$ cat config.mk
export PLATFORM = sky130hd
export DESIGN_NAME = cv32e40p_tmr_voter_mon
export DESIGN_NICKNAME = d
export VERILOG_FILES = /design/src/rtl/cv32e40p_tmr_voter_mon.sv
export SDC_FILE = /design/constraint.sdc
export NUM_CORES = 1
export LEC_CHECK = 0
export ABC_AREA = 1
export BUFFER_PORTS_ARGS = -buffer_cell sky130_fd_sc_hd__clkbuf_2
export CORE_ASPECT_RATIO = 2
export CORE_UTILIZATION = 40
export CTS_BUF_LIST = sky130_fd_sc_hd__clkbuf_8
export DETAILED_ROUTE_END_ITERATION = 10
export PLACE_DENSITY = 0.73
export REMOVE_ABC_BUFFERS = 1
export SYNTH_ARGS = -nofsm -noshare
export SYNTH_HDL_FRONTEND = slang
export SYNTH_SLANG_ARGS = --single-unit
$ cat constraint.sdc
create_clock -name clk_i -period 3.4 [get_ports clk_i]
set_input_delay 0.17 -clock clk_i [delete_from_list [all_inputs] [get_ports clk_i]]
set_output_delay 0.17 -clock clk_i [all_outputs]
set_load 0.005 [all_outputs]
$ cat src/rtl/cv32e40p_tmr_voter_mon.sv
// Registered TMR voter with per-replica consecutive-mismatch monitoring.
// Degrades TMR -> DMR on one permanent fault and to FAIL on further disagreement.
//
// state     | meaning
// MODE_TMR  | all three replicas healthy, majority vote, counters active
// MODE_DMR  | exactly one replica masked, duplex compare of the other two
// MODE_FAIL | output unreliable until clear_i
module cv32e40p_tmr_voter_mon #(
    parameter  int NBIT   = 32,
    parameter  int THRESH = 4,
    localparam int CNT_W  = $clog2(THRESH + 1)
) (
    input  logic            clk_i,
    input  logic            rst_i,
    input  logic            valid_i,
    input  logic [NBIT-1:0] data1_i,
    input  logic [NBIT-1:0] data2_i,
    input  logic [NBIT-1:0] data3_i,
    input  logic            clear_i,
    output logic            valid_o,
    output logic [NBIT-1:0] dataout_o,
    output logic            error_detected_input_a_o,
    output logic            error_detected_input_b_o,
    output logic            error_detected_input_c_o,
    output logic            uncorrectable_o,
    output logic [2:0]      fault_o,
    output logic [1:0]      mode_o
);

    localparam logic [1:0] MODE_TMR  = 2'd0;
    localparam logic [1:0] MODE_DMR  = 2'd1;
    localparam logic [1:0] MODE_FAIL = 2'd2;

    localparam logic [CNT_W-1:0] THR = CNT_W'(THRESH);

    logic                  valid_q, valid_d;
    logic [NBIT-1:0]       data_q, data_d;
    logic [2:0]            flag_q, flag_d;
    logic                  unc_q, unc_d;
    logic [2:0]            fault_q, fault_d;
    logic [1:0]            mode_q, mode_d;
    logic [2:0][CNT_W-1:0] cnt_q, cnt_d;

    logic            eq_ab, eq_bc, eq_ac;
    logic [2:0]      tmr_flag;
    logic [NBIT-1:0] tmr_out;
    logic            tmr_unc;
    logic [2:0]      new_fault;
    logic [1:0]      n_new;
    logic [NBIT-1:0] dmr_p, dmr_q;
    logic [2:0]      dmr_mask;

    assign eq_ab = (data1_i == data2_i);
    assign eq_bc = (data2_i == data3_i);
    assign eq_ac = (data1_i == data3_i);

    // Majority vote in fixed priority; flags are {C,B,A}.
    always_comb begin
        tmr_out  = data1_i;
        tmr_flag = 3'b000;
        tmr_unc  = 1'b0;
        if (eq_bc) begin
            tmr_out  = data2_i;
            tmr_flag = {2'b00, !eq_ab};
        end else if (eq_ab) begin
            tmr_flag = 3'b100;
        end else if (eq_ac) begin
            tmr_flag = 3'b010;
        end else begin
            tmr_flag = 3'b111;
            tmr_unc  = 1'b1;
        end
    end

    // Healthy pair in DMR, lower index first.
    always_comb begin
        dmr_p    = data1_i;
        dmr_q    = data2_i;
        dmr_mask = 3'b011;
        case (fault_q)
            3'b001: begin
                dmr_p    = data2_i;
                dmr_q    = data3_i;
                dmr_mask = 3'b110;
            end
            3'b010: begin
                dmr_q    = data3_i;
                dmr_mask = 3'b101;
            end
            default: ;
        endcase
    end

    always_comb begin
        valid_d   = valid_i;
        data_d    = data_q;
        flag_d    = flag_q;
        unc_d     = unc_q;
        cnt_d     = cnt_q;
        fault_d   = fault_q;
        mode_d    = mode_q;
        new_fault = 3'b000;
        n_new     = 2'd0;
        if (valid_i) begin
            case (mode_q)
                MODE_TMR: begin
                    data_d = tmr_out;
                    flag_d = tmr_flag;
                    unc_d  = tmr_unc;
                    for (int i = 0; i < 3; i++) begin
                        if (tmr_flag[i]) begin
                            cnt_d[i] = (cnt_q[i] == THR) ? THR : cnt_q[i] + 1'b1;
                        end else begin
                            cnt_d[i] = '0;
                        end
                        new_fault[i] = (cnt_d[i] == THR);
                    end
                    n_new   = {1'b0, new_fault[0]} + {1'b0, new_fault[1]} + {1'b0, new_fault[2]};
                    fault_d = fault_q | new_fault;
                    if (n_new == 2'd1) begin
                        mode_d = MODE_DMR;
                    end else if (n_new != 2'd0) begin
                        mode_d = MODE_FAIL;
                    end
                end
                MODE_DMR: begin
                    data_d = dmr_p;
                    if (dmr_p == dmr_q) begin
                        flag_d = 3'b000;
                        unc_d  = 1'b0;
                    end else begin
                        flag_d = dmr_mask;
                        unc_d  = 1'b1;
                        mode_d = MODE_FAIL;
                    end
                end
                default: begin
                    if (!fault_q[0]) begin
                        data_d = data1_i;
                    end else if (!fault_q[1]) begin
                        data_d = data2_i;
                    end else if (!fault_q[2]) begin
                        data_d = data3_i;
                    end else begin
                        data_d = data1_i;
                    end
                    flag_d = tmr_flag;
                    unc_d  = 1'b1;
                end
            endcase
        end
        // The vote above still uses the pre-clear mode; only its bookkeeping is dropped.
        if (clear_i) begin
            cnt_d   = '0;
            fault_d = 3'b000;
            mode_d  = MODE_TMR;
        end
    end

    always_ff @(posedge clk_i) begin
        if (rst_i) begin
            valid_q <= 1'b0;
            data_q  <= '0;
            flag_q  <= 3'b000;
            unc_q   <= 1'b0;
            cnt_q   <= '0;
            fault_q <= 3'b000;
            mode_q  <= MODE_TMR;
        end else begin
            valid_q <= valid_d;
            data_q  <= data_d;
            flag_q  <= flag_d;
            unc_q   <= unc_d;
            cnt_q   <= cnt_d;
            fault_q <= fault_d;
            mode_q  <= mode_d;
        end
    end

    assign valid_o                  = valid_q;
    assign dataout_o                = data_q;
    assign error_detected_input_a_o = flag_q[0];
    assign error_detected_input_b_o = flag_q[1];
    assign error_detected_input_c_o = flag_q[2];
    assign uncorrectable_o          = unc_q;
    assign fault_o                  = fault_q;
    assign mode_o                   = mode_q;

endmodule

-- Word level (Yosys, flattened, before mapping)
Index checks and enable logic that the tools add are counted.
- reductions and logical operators: 8
- eq/ne operators: 16
- add/sub/neg operators: 5
- bitwise logic cells: 1
- mux-type cells: 34
- operator list (kind ; number):
    2-to-1 mux 32 bit ; 6
    == test 32 bit ; 4
    case mux 32 bit (2 select lines) ; 1
    2-to-1 mux 3 bit ; 17
    == test 3 bit (second input constant) ; 6
    adder 3 x 1 -> 3 bit (second input constant) ; 3
    2-to-1 mux 2 bit ; 3
    case mux 3 bit (2 select lines) ; 1
    == test 2 x 1 -> 1 bit (second input constant) ; 2
    2-to-1 mux 1 bit ; 4
    case mux 2 bit (2 select lines) ; 1
    AND reduction 4 bit ; 1
    nonzero test 2 bit ; 2
    OR reduction 2 bit ; 2
    == test 3 x 1 -> 1 bit (second input constant) ; 1
    == test 3 x 2 -> 1 bit (second input constant) ; 1
    inequality test 3 bit (second input constant) ; 1
    OR 3 bit ; 1
    adder 1 x 1 -> 2 bit ; 1
    adder 2 x 1 -> 2 bit ; 1
    logical NOT 2 bit ; 1
    inequality test 2 bit (second input constant) ; 1
    case mux 1 bit (2 select lines) ; 1
    AND reduction 2 bit ; 1
    logical NOT 1 bit ; 1
- output and inout port bits: 42
- bits of input ports: 100
- bits in registers: 51

-- Depth between registers and ports, before layout
- depth after elaboration: 14
- depth in mapped cells: 20

-- Least setup slack after synthesis
OpenSTA, ideal clock, no wires.
- kind: input to register
- start point: input data2_i[3]
- end point: register mode_q[1], in the netlist mode_o[1]
- slack: 0.914 ns
- cell stages on the path: 16
- library setup time: 0.064 ns
- buffers on the path: 1
- data arrival time: 2.422 ns
- required time: 3.336 ns
- cells stage by stage: clkbuf_1 -> inv_1 -> nand2_1 -> nand4_1 -> nor4_1 -> nand4_1 -> and2_1 -> nand2_1 -> nand2_1 -> nor2_1 -> fa_1 -> o21ai_0 -> nand2_1 -> nand2_1 -> nand2_1 -> nor2_1
- word-level cells in the longest chain between the ends: 12
- ends and longest elaborated chain (what ; RTL line ; RTL):
    from (decl) ; 17 ; input logic [NBIT-1:0] data2_i,
    == test 32 bit ; 53 ; assign eq_ab = (data1_i == data2_i);
    2-to-1 mux 3 bit / logical NOT 1 bit (equally long branches) ; 65, 64 ;
    2-to-1 mux 3 bit ; 62 ; if (eq_bc) begin
    2-to-1 mux 3 bit ; 111 ; if (tmr_flag[i]) begin
    2-to-1 mux 3 bit ; 105 ; case (mode_q)
    2-to-1 mux 3 bit ; 104 ; if (valid_i) begin
    == test 3 bit ; 116 ; new_fault[i] = (cnt_d[i] == THR);
    adder 1 x 1 -> 2 bit ; 118 ; n_new = {1'b0, new_fault[0]} + {1'b0, new_fault[1]} + {1'b0, new_fault[2]};
    adder 2 x 1 -> 2 bit ; 118 ;
    == test 2 x 1 -> 1 bit / nonzero test 2 bit (equally long branches) ; 120, 122 ;
    inequality test 3 bit (no source line) / 2-to-1 mux 2 bit (equally long branches) ; -- ;
    AND reduction 4 bit (no source line) / case mux 2 bit (2 select lines) (equally long branches) ; -- ;
    to (signal assigned) ; 176 ; mode_q <= mode_d;
    to (decl) ; 41 ; logic [1:0] mode_q, mode_d;
Several ways; a longest one is shown, not always the timed one. The select of a mux whose other input is x is not followed.
A chain may end at the register's enable or synchronous reset.

-- Final worst setup path
- start point: register fault_q[0], in the netlist fault_o[0]
- end point: register mode_q[1], in the netlist mode_o[1]
- word-level cells in the longest chain between the ends: 6
- ends and longest elaborated chain (what ; RTL line ; RTL):
    from (decl) ; 40 ; logic [2:0] fault_q, fault_d;
    from (signal assigned) ; 175 ; fault_q <= fault_d;
    == test 3 x 2 -> 1 bit / == test 3 x 1 -> 1 bit (equally long branches) ; 80 ; case (fault_q)
    OR reduction 2 bit (no source line) ; -- ;
    2-to-1 mux 32 bit ; 80 ;
    == test 32 bit (*) ; 128 ; if (dmr_p == dmr_q) begin
    inequality test 2 bit (no source line) (*) ; -- ;
    AND reduction 4 bit (no source line) (*) ; -- ;
Mark *: on every way between the ends. The rest lies on a longest branch, timed or not.

==> impl.org <==
** Synthesis
- Top-count cell post-synth :: sky130_fd_sc_hd__nand2_1
- The synthesized netlist contains 32 unique library cells.
- Post-synthesis cell area :: 6230 um^2
- Dividing the synthesized area by the synthesized cell count gives 5.58 um^2.
- For this run, the leading register cell type out of synthesis is sky130_fd_sc_hd__dfxtp_1.
- Cells taking the most area after synthesis :: sky130_fd_sc_hd__nand2_1 (20%), sky130_fd_sc_hd__dfxtp_1 (16%), sky130_fd_sc_hd__inv_1 (8.7%), sky130_fd_sc_hd__nand3_1 (7.8%), sky130_fd_sc_hd__o21ai_0 (6.4%)
- Post-synth top area cell :: sky130_fd_sc_hd__nand2_1
- Warning count from the yosys run :: 0
- Sorting the synthesized cells by how often they occur yields sky130_fd_sc_hd__nand2_1 (333), sky130_fd_sc_hd__inv_1 (144), sky130_fd_sc_hd__nand3_1 (97).
- Fraction of the yosys area taken by sequential cells :: between 10% and 20%
- The synthesized design contains 51 register bits.
- Synthesized instance count :: 1117
- Number of enable flip-flop cells after synthesis :: 0
- Share of synthesized registers carrying an async set or reset :: 0%
- After synthesis, the largest area contributor takes up around a fifth of total cell area.

** Timing
- Setup violations remaining at the end of the flow were counted as 0.
- Final worst setup slack :: 0.508 ns
- Setup total negative slack :: 0 ns
- Worst-case headroom to the max-slew limit :: 51.7%
- Setup repair after global routing left no endpoint under its margin.
- Clock tree skew after final layout :: between 0.009 and 0.01 ns
- Derived from the worst setup path, the maximum achievable clock frequency is between 300 and 400 MHz.
- At the pin with the least slew margin, the transition time is just over 0.7 ns.
- Final-report hold violation count :: 0
- The max-slew violation count was 0.
- Of the available clock period, the critical path in the final layout requires 85.1%.
- On the final layout, the worst hold slack is between 0.15 and 0.2 ns.
- The clock period could shrink to 2.89 ns.

** Worst setup path
- At the worst endpoint, the arrival time is 3.20 ns.
- Delay contributed by the slowest stage of the critical path :: 0.52 ns
- Worst setup slack for register-to-register paths :: 0.51 ns
- Among the stages of the critical path, the cell type that occurs most often is sky130_fd_sc_hd__nand2_1.
- Along the worst path, the maximum fanout reaches 36.
- The worst register-to-register path ends at mode_o[1].
- Crit path kind :: reg -> reg
- STA classifies the critical path endpoint as a flop.
- Traced cell by cell, the critical path runs through buf_4 -> inv_2 -> nand3_4 -> nand2_4 -> nand2_1 -> nand2_1 -> nand3_1 -> nand2_1 -> nand2_1 -> nor2_1 -> nand2_1 -> nor2_1 -> nand2_1 -> nand3_2 -> nand2_1 -> nand2_1 -> nand2_1 -> nor2_1.
- Start of the worst register-to-register path :: fault_o[0]
- Standard cell with the maximum stage delay on the critical path :: sky130_fd_sc_hd__nand2_4
- Data required time of the worst path :: 3.71 ns
- CP startpoint kind :: flop
- Counting cells, the worst reg-to-reg path comes to 18.

** Place
- At the placement stage, the worst setup path has a slack of 0.467 ns.
- Buffers placed on the I/O ports in this run total 141.
- GP Congestion :: 1.03
- Half-perimeter wire length after placement :: 18.6 mm

** Final layout
- Antenna diode count :: 0
- Cells fill 47.1% of the core in the end.
- Share of post-route cells with drive strength above 1 :: 14.5%
- Final Net Count :: 1330
- Counting the fill cells in the layout gives 1672.
- The area growth from synthesis to layout is 14.9%.
- Total area of multi-input combinational cells :: 4360 um^2
- Reg area :: 1020 um^2

** Power and ir drop
- Summing internal, switching and leakage power gives 1680 uW.
- In this run the power density over the cells is 234 nW/um^2.
- For this design the static power due to leakage is around 0.0037 uW.
- VDD sags by at most about 0.27 mV.

** Floorplanning
- In this run the standard cell core region covers 15200 um^2.
- In this run the core area contains 64 standard-cell rows.
- The floorplan step defined a die boundary enclosing approximately 16000 um^2.
- From bottom edge to top edge, the die measures 178 um.
- From left edge to right edge, the die measures 90.2 um.
- Boundary pin count :: between 100 and 150
- The initial utilization of the core area, before any placement, comes to around two fifths.

** GRT
- The initial antenna violation count was 0.
- Global-route usage over all layers :: 30.8%
- First-pass GRT wire length :: between 30 and 40 mm
- Entering global routing, the biggest net connects 73 pins.
- Vias in the first global route :: about 7700
- Grt ovf :: 0

** Route
- The routed design has approximately 26 mm of wire.
- The first TritonRoute pass finished after 6 iterations.
- Once detail routing completed, the nets flagged for antenna violations numbered 0.
- Via total after detailed routing :: 8395
- In the routed design, unresolved DRC markers number 0.
- Number of violations reported at the end of detailed-routing iteration 0 :: 771
- After detailed routing, the average wire length per cell comes to between 15 and 20 um.
- Dividing the detail-routed via count by the number of cells gives 5.90.

** CTS
- After clock tree synthesis, the clock-pin slew on the worst setup and hold paths is 0.13 ns.
- Post-cts repair resize count :: 0
- Counting along the longest clock path gives a buffer depth of 2.
- Post-CTS Setup Repair Bufs :: 0
- CTS H-Tree Depth :: 2
- In this run, CTS created clock tree buffers numbering 5.
- The later pin in the worst-skew pair is clocked with a latency of 0.36 ns.
- Counting every sink on the clock net gives 51.
- Clock root buffer :: sky130_fd_sc_hd__clkbuf_8
- TritonCTS built the clock tree.

** Run status
- Outcome :: finished clean

** Hold path
- In this run the most critical hold path is launched from clear_i.
- The min-delay analysis places its worst path in the category in -> reg.
- Hold EP :: mode_o[1]
- Hold-critical path depth :: 4

** Run
- Max-cap violations in this run came to 0.
-- through the flow --
stage | instance area, um^2 | instances
final | 7160 | 1422
after global routing | 7160 | 1422
after CTS | 7160 | 1422
after detailed placement | 7050 | 1413
after global placement | 7050 | 1413
after floorplan | 5920 | 1053
-- logic make-up after synthesis --
| logic type | count (synthesis) | share of synthesized area (%) |
|---|---|---|
| buf+inv | 210 | 13.7 |
| simple gates | 521 | 35.7 |
| fa+ha+maj | 7 | 1.53 |
| compound gates | 288 | 27.0 |
| flops | 51 | 16.4 |
| xor+xnor | 40 | 5.62 |
-- final cells by class --
class | instances | area share, %
well taps | 198 | 3.46
clock buffers | 5 | 0.961
inverters | 146 | 7.65
multi-input cells | 856 | 60.9
clock inverters | 3 | 0.402
flip-flops and latches | 51 | 14.3
repair buffers | 163 | 12.4
-- how the worst max path moves through the flow --
| stage | slack, ns | to | start |
|---|---|---|---|
| finish | 0.51 | mode_o[1] | fault_o[0] |
| global route | 0.30 | mode_o[1] | fault_o[0] |
| CTS | 0.56 | mode_o[1] | fault_o[0] |
| detailed placement | 0.47 | mode_o[1] | data3_i[6] |
| global placement | 0.45 | mode_o[1] | data3_i[6] |
| floorplan | 0.05 | mode_o[1] | fault_o[1] |
-- layout by cell type, fill, tap and decap left out, types with 2 or more instances in the layout --
master | Yosys | routed
sky130_fd_sc_hd__nand2_1 | 333 | 332
sky130_fd_sc_hd__inv_1 | 144 | 144
sky130_fd_sc_hd__clkbuf_2 | 0 | 141
sky130_fd_sc_hd__nand3_1 | 97 | 97
sky130_fd_sc_hd__o21ai_0 | 80 | 80
sky130_fd_sc_hd__a21oi_1 | 76 | 76
sky130_fd_sc_hd__dfxtp_1 | 51 | 51
sky130_fd_sc_hd__nor2_1 | 44 | 44
sky130_fd_sc_hd__xnor2_1 | 40 | 40
sky130_fd_sc_hd__a31oi_1 | 39 | 39
sky130_fd_sc_hd__nand4_1 | 32 | 32
sky130_fd_sc_hd__o22ai_1 | 31 | 31
sky130_fd_sc_hd__a221oi_1 | 31 | 31
sky130_fd_sc_hd__buf_4 | 2 | 20
sky130_fd_sc_hd__o21ai_1 | 20 | 19
sky130_fd_sc_hd__o2111ai_1 | 6 | 6
sky130_fd_sc_hd__ha_1 | 6 | 6
sky130_fd_sc_hd__clkbuf_8 | 0 | 5
sky130_fd_sc_hd__nor4_1 | 4 | 4
sky130_fd_sc_hd__o211ai_1 | 3 | 3
sky130_fd_sc_hd__and2_1 | 3 | 3
sky130_fd_sc_hd__o221ai_1 | 2 | 2
sky130_fd_sc_hd__nor3_1 | 2 | 2
sky130_fd_sc_hd__inv_2 | 2 | 2
sky130_fd_sc_hd__nand3_4 | 2 | 2
sky130_fd_sc_hd__inv_6 | 0 | 2
-- worst max-delay path, delay by kind of cell, from the launching register on --
family | cells | cell delay (ns)
buf+inv | 2 | 0.27
flops | 1 | 0.34
simple gates | 16 | 2.21
-- registers in the layout, summed over array words and instances (netlist names) --
register,flops
valid_o,1
cnt_q,9
uncorrectable_o,1
fault_o,3
mode_o,2
flag_q,3
dataout_o,32
-- power by group --
group	internal (uW)	switching, uW	leakage, uW	total [uW]
combinational	216	356	0.00318	572
clock	157	296	0.0000511	454
sequential	631	19.8	0.000422	651
total	1000	672	0.00365	1680
-- what timing repair did --
action	4_1_cts	5_1_grt
setup endpoints to repair	0	0
endpoints found under the hold margin	1	0
hold buffers	1	0
-- metal layers --
| metal | GRT usage (%) | share of wire (%) |
|---|---|---|
| met1 | 30.8 | 35 |
| met2 | 55.7 | 50 |
| met3 | 4.77 | 7.0 |
| met4 | 25.6 | 7.8 |
| met5 | 0 | 0 |
Power figures use the tool's default switching activity.
